===== src/rtl/noc_ni_defs.sv =====
// Shared NoC network-interface definitions: flit type codes, read-controller
// FSM state encoding, default flit width and a flit classification helper.
package noc_ni_defs;

   localparam int         FLIT_W    = 16;
   localparam logic [2:0] FLIT_HEAD = 3'b001;
   localparam logic [2:0] FLIT_TAIL = 3'b110;

   typedef enum logic [1:0] {
      IDLE  = 2'd0,
      FETCH = 2'd1,
      CHECK = 2'd2,
      SEND  = 2'd3
   } rdctrl_state_e;

   typedef enum logic [1:0] {
      KIND_HEAD,
      KIND_TAIL,
      KIND_ILLEGAL
   } flit_kind_e;

   function automatic flit_kind_e flit_kind(input logic [2:0] code);
      case (code)
         FLIT_HEAD: return KIND_HEAD;
         FLIT_TAIL: return KIND_TAIL;
         default:   return KIND_ILLEGAL;
      endcase
   endfunction

endpackage


===== src/rtl/ni_credit_counter.sv =====
// Saturating credit counter for the router local input buffer: loads CREDITS on
// reset, decrements per flit sent, increments per returned credit.
module ni_credit_counter #(
   parameter int CREDITS = 4
) (
   input  logic clk,
   input  logic rst,
   input  logic dec,
   input  logic inc,
   output logic zero
);

   localparam logic [3:0] MAX_CREDITS = 4'(CREDITS);

   logic [3:0] credits;

   always_ff @(posedge clk) begin
      // NOTE: state registers use non-blocking assignments so every flop samples
      // pre-edge values regardless of block evaluation order.
      if (rst) begin
         credits <= MAX_CREDITS;
      end else begin
         case ({dec, inc})
            2'b10:   if (credits != 4'd0) credits <= credits - 4'd1;
            2'b01:   if (credits < MAX_CREDITS) credits <= credits + 4'd1;
            default: ;
         endcase
      end
   end

   assign zero = (credits == 4'd0);

endmodule


===== src/rtl/priority_ni_fifo_rdctrl.sv =====
// Drains the priority NI FIFO into the router local port with credit flow control
// and head/tail framing checks. Define PRIO_RDCTRL_STATS_EN for packet/error counters.
module priority_ni_fifo_rdctrl #(
   parameter int CREDITS = 4,
   parameter int FLIT_W  = noc_ni_defs::FLIT_W
) (
   input  logic              clk,
   input  logic              rst,
   input  logic              fifo_empty,
   output logic              fifo_rd,
   input  logic [FLIT_W-1:0] fifo_data,
   output logic [FLIT_W-1:0] flit_out,
   output logic              flit_valid,
   input  logic              credit_ret,
   output logic              pkt_done,
   output logic              frame_err,
   output logic [15:0]       pkt_cnt,
   output logic [7:0]        err_cnt
);

   import noc_ni_defs::*;

   rdctrl_state_e     state_q, state_d;
   logic [FLIT_W-1:0] flit_reg;
   logic              in_pkt, in_pkt_d;
   logic              send_tail;
   logic              send_go;
   logic              credits_zero;
   flit_kind_e        kind;

   assign kind = flit_kind(flit_reg[FLIT_W-1 -: 3]);

   ni_credit_counter #(
      .CREDITS (CREDITS)
   ) u_credit (
      .clk  (clk),
      .rst  (rst),
      .dec  (flit_valid),
      .inc  (credit_ret),
      .zero (credits_zero)
   );

   always_comb begin
      // NOTE: every output of this block gets a default first so no path can
      // leave one unassigned and infer a latch.
      state_d    = state_q;
      in_pkt_d   = in_pkt;
      fifo_rd    = 1'b0;
      flit_valid = 1'b0;
      pkt_done   = 1'b0;
      frame_err  = 1'b0;
      send_go    = 1'b0;
      case (state_q)
         IDLE: begin
            // A read strobe during reset would pop a flit the FSM never captures.
            if (!fifo_empty && !credits_zero) begin
               fifo_rd = !rst;
               state_d = FETCH;
            end
         end
         FETCH: state_d = CHECK;
         CHECK: begin
            case (kind)
               KIND_HEAD: begin
                  frame_err = in_pkt;
                  in_pkt_d  = 1'b1;
                  send_go   = 1'b1;
                  state_d   = SEND;
               end
               KIND_TAIL: begin
                  if (in_pkt) begin
                     in_pkt_d = 1'b0;
                     send_go  = 1'b1;
                     state_d  = SEND;
                  end else begin
                     frame_err = 1'b1;
                     state_d   = IDLE;
                  end
               end
               default: begin
                  frame_err = 1'b1;
                  state_d   = IDLE;
               end
            endcase
         end
         SEND: begin
            flit_valid = 1'b1;
            pkt_done   = send_tail;
            state_d    = IDLE;
         end
         default: state_d = IDLE;
      endcase
   end

   always_ff @(posedge clk) begin
      if (rst) begin
         state_q   <= IDLE;
         in_pkt    <= 1'b0;
         flit_reg  <= '0;
         flit_out  <= '0;
         send_tail <= 1'b0;
      end else begin
         state_q <= state_d;
         in_pkt  <= in_pkt_d;
         if (state_q == FETCH) flit_reg <= fifo_data;
         // flit_out only moves when a flit is committed, so it holds between sends.
         if (send_go) begin
            flit_out  <= flit_reg;
            send_tail <= (kind == KIND_TAIL);
         end
      end
   end

`ifdef PRIO_RDCTRL_STATS_EN
   always_ff @(posedge clk) begin
      if (rst) begin
         pkt_cnt <= '0;
         err_cnt <= '0;
      end else begin
         if (pkt_done) pkt_cnt <= pkt_cnt + 16'd1;
         if (frame_err && err_cnt != 8'hFF) err_cnt <= err_cnt + 8'd1;
      end
   end
`else
   assign pkt_cnt = '0;
   assign err_cnt = '0;
`endif

endmodule


===== config.mk =====
export PLATFORM = sky130hd
export DESIGN_NAME = priority_ni_fifo_rdctrl
export DESIGN_NICKNAME = d
export VERILOG_FILES = /design/src/rtl/noc_ni_defs.sv /design/src/rtl/ni_credit_counter.sv /design/src/rtl/priority_ni_fifo_rdctrl.sv
export SDC_FILE = /design/constraint.sdc
export NUM_CORES = 1
export LEC_CHECK = 0
export BUFFER_PORTS_ARGS = -buffer_cell sky130_fd_sc_hd__buf_2
export CAP_MARGIN = 20
export CORE_AREA = 2 2 63 88
export DETAILED_ROUTE_END_ITERATION = 12
export DIE_AREA = 0 0 65 90
export PLACE_DENSITY = 0.69
export SYNTH_ARGS = -nofsm -noshare
export SYNTH_HDL_FRONTEND = slang
export SYNTH_HIERARCHICAL = 1
export SYNTH_SLANG_ARGS = --single-unit

===== constraint.sdc =====
create_clock -name clk -period 1.9 [get_ports clk]
set_input_delay 0.38 -clock clk [delete_from_list [all_inputs] [get_ports clk]]
set_output_delay 0.38 -clock clk [all_outputs]
set_load 0.05 [all_outputs]

==> impl_metrics.tcl <==
set metrics [dict create \
    antenna_found_initial 0 \
    synth_xor_area_frac 0.00445 \
    cts_tree "done" \
    seq_area_frac_synth 0.407 \
    cp-start-kind "flop" \
    synth_fa_ha_area_frac 0.0229 \
    clock_sinks 40 \
    gr-total-overflow 0 \
    ys_seq_elements 40 \
    die_area_um2 5850 \
    antenna_left 0 \
    syn_area_um2 1970 \
    muxShareOfSynthArea 0.0827 \
    worstSetupStartpoint "state_q[1]" \
    portBuffers 39 \
    synth_compound_area_frac 0.0999 \
    worst_ep_arrival_time_ns 1.50 \
    yosysWarningCount 6 \
    path_buf_inv 2 \
    place.gp.congestion 0.674 \
    h-tree-depth 2 \
    drtPass1Iterations 6 \
    drtIter0Drc 46 \
    combPwrFrac 0.147 \
    rr_worst_depth 6 \
    slowest_delay_ns 0.50 \
    placementRows 31 \
    cp_cell_sequence "buf_4 > or4_4 > nor2_4 > buf_8" \
    remaining_drc_errors 0 \
    place_ws_ns 0.104 \
    powerDensity_nw_per_um2 776 \
    grt_max_degree 42 \
    cts_buffer_depth 2 \
    initial_core_util 0.387 \
    cp.depth 4 \
    hold_viol 0 \
    synth_top_family_by_area "simple AND/OR/NAND/NOR gates" \
    wire_per_inst_um 11.0 \
    worstSetupPathType "flop to primary output" \
    maxCapViolations 0 \
    sw_frac_of_total 0.271 \
    crit_slowest_cell "or4_4" \
    finalCritPeriodShare 0.988 \
    ys.flop_type "dfxtp_1" \
    diodes 0 \
    maxSlewViolCount 0 \
    cp_top_family "simple AND/OR/NAND/NOR gates" \
    grt_setup_unrepaired "yes" \
    reg2reg_from "state_q[1]" \
    layout_commonest_cell "buf_2" \
    grt_pass1_vias 1351 \
    endpoint_kind "primary output" \
    nets 287 \
    vias_per_cell 4.48 \
    clockPowerShare 0.373 \
    grt_pass1_wl_um 5890 \
    fmax_ghz 0.533 \
    cell_internal_pwr_mw 1.32 \
    fp.coreArea_um2 5080 \
    fin_util 0.460 \
    critPathCapture "fifo_rd" \
    totalWireLength_um 3640 \
    netlist_instances 218 \
    switching_power_mw 0.491 \
    fin_ws_ns 0.0226 \
    post-route-min-period_ns 1.88 \
    track_usage 0.129 \
    ys_types 40 \
    crit_required_ns 1.52 \
    reg2reg_to "u_credit/credits[3]" \
    hp-class "input pin to flop" \
    dieWidth_um 65 \
    clock_skew_ns 0.00729 \
    setup_viol 0 \
    leakage_nw 0.975 \
    final_cell_mix "buf_2, dfxtp_1, nand2_1, conb_1" \
    place_hpwl_um 2630 \
    pwr-share-seq 0.481 \
    cts-root-buf "clkbuf_8" \
    drive_gt1_frac 0.283 \
    path_clk_slew_ns 0.08 \
    ioPinCount 64 \
    r2r_slack_ns 0.07 \
    die_y_um 90 \
    cts_made_buffers 5 \
    insertion_delay_ns 0.29 \
    holdPathStages 3 \
    status "finished clean" \
    crit_fanout 5 \
    syn_area_per_cell_um2 9.02 \
    area_growth_pct 18.8 \
    vias 1484 \
    synthArstFlopShare 0 \
    yosys.area_share.simple 0.249 \
    irDropWorstVdd_mv 0.510 \
    synth_edf_count 0 \
]
-- power groups by stage --
| stage | Clock (mW) | Combinational (mW) | Sequential (mW) |
|---|---|---|---|
| 2_1_floorplan | 0 | 0.238 | 0.895 |
| 3_3_place_gp | 0 | 0.254 | 0.892 |
| 3_5_place_dp | 0 | 0.256 | 0.893 |
| 4_1_cts | 0.701 | 0.262 | 0.873 |
| 5_1_grt | 0.732 | 0.288 | 0.875 |
| 6_report | 0.676 | 0.266 | 0.871 |
-- worst min-delay path by stage --
stage	to	slack (ns)	start
3_3_place_gp	flit_out[15]	0.43	flit_out[15]
2_1_floorplan	flit_reg[10]	0.43	flit_reg[10]
4_1_cts	flit_reg[9]	0.32	fifo_data[9]
5_1_grt	flit_reg[2]	0.32	fifo_data[2]
6_report	flit_reg[9]	0.33	fifo_data[9]
3_5_place_dp	flit_out[14]	0.43	flit_out[14]
-- cell type report --
| cell class | count | area (um^2) |
|---|---|---|
| multi-input cells | 163 | 1020 |
| clock inverters | 3 | 42.5 |
| repair buffers | 51 | 302 |
| fillers | 517 | 2740 |
| well taps | 66 | 82.6 |
| inverters | 3 | 11.3 |
| clock buffers | 5 | 68.8 |
| flip-flops and latches | 40 | 811 |
-- cell usage after synthesis, types with 3 or more instances --
cell | n | area share
a21oi_1 | 23 | 0.059
buf_2 | 3 | 0.0076
buf_4 | 24 | 0.092
clkbuf_1 | 6 | 0.011
dfxtp_1 | 40 | 0.41
inv_1 | 3 | 0.0057
mux2i_1 | 14 | 0.071
nand2_1 | 33 | 0.063
nand2b_1 | 23 | 0.073
nor2_1 | 3 | 0.0057
nor2b_1 | 4 | 0.013
or2b_1 | 8 | 0.031
-- worst reg2reg max path, delay by kind of cell, from the launching register on --
kind            cells  cell delay, ns
simple gates        3            0.58
fa+ha+maj           1            0.32
compound gates      2            0.55
flops               1            0.32
-- metrics by stage --
step	instances	total power [mW]	hold slack, ns	TNS [ns]	instance area (um^2)
2_1_floorplan	241	1.13	0.431	-0.0186	2060
3_3_place_gp	322	1.15	0.432	0	2170
3_5_place_dp	322	1.15	0.431	0	2170
4_1_cts	330	1.84	0.316	0	2300
5_1_grt	331	1.89	0.322	-0.0876	2340
6_report	331	1.81	0.326	0	2340
-- per-layer routing --
layer	part of all wire	up-vias	global-route usage
li1	-	764	-
met1	0.42	672	0.145
met2	0.52	46	0.225
met3	0.051	2	0.0300
met4	0.010	0	0.0585
met5	0	-	0
-- cells by family after synthesis --
group / count (synthesis)
AND/OR/NAND/NOR: 85
flip-flops: 40
buffers and inverters: 38
AO/OA/AOI/OAI: 34
multiplexers: 16
adder cells (fa/ha/maj): 3
other: 1
XOR/XNOR: 1
-- repair_timing --
item | in CTS | in global routing
setup endpoints to repair | 2 | 3
gates resized for setup | 7 | 9
hold buffers | 0 | 0
buffers inserted | 0 | 1
pin swaps | 1 | 0
Note: power is estimated with default switching activity, not from simulation.
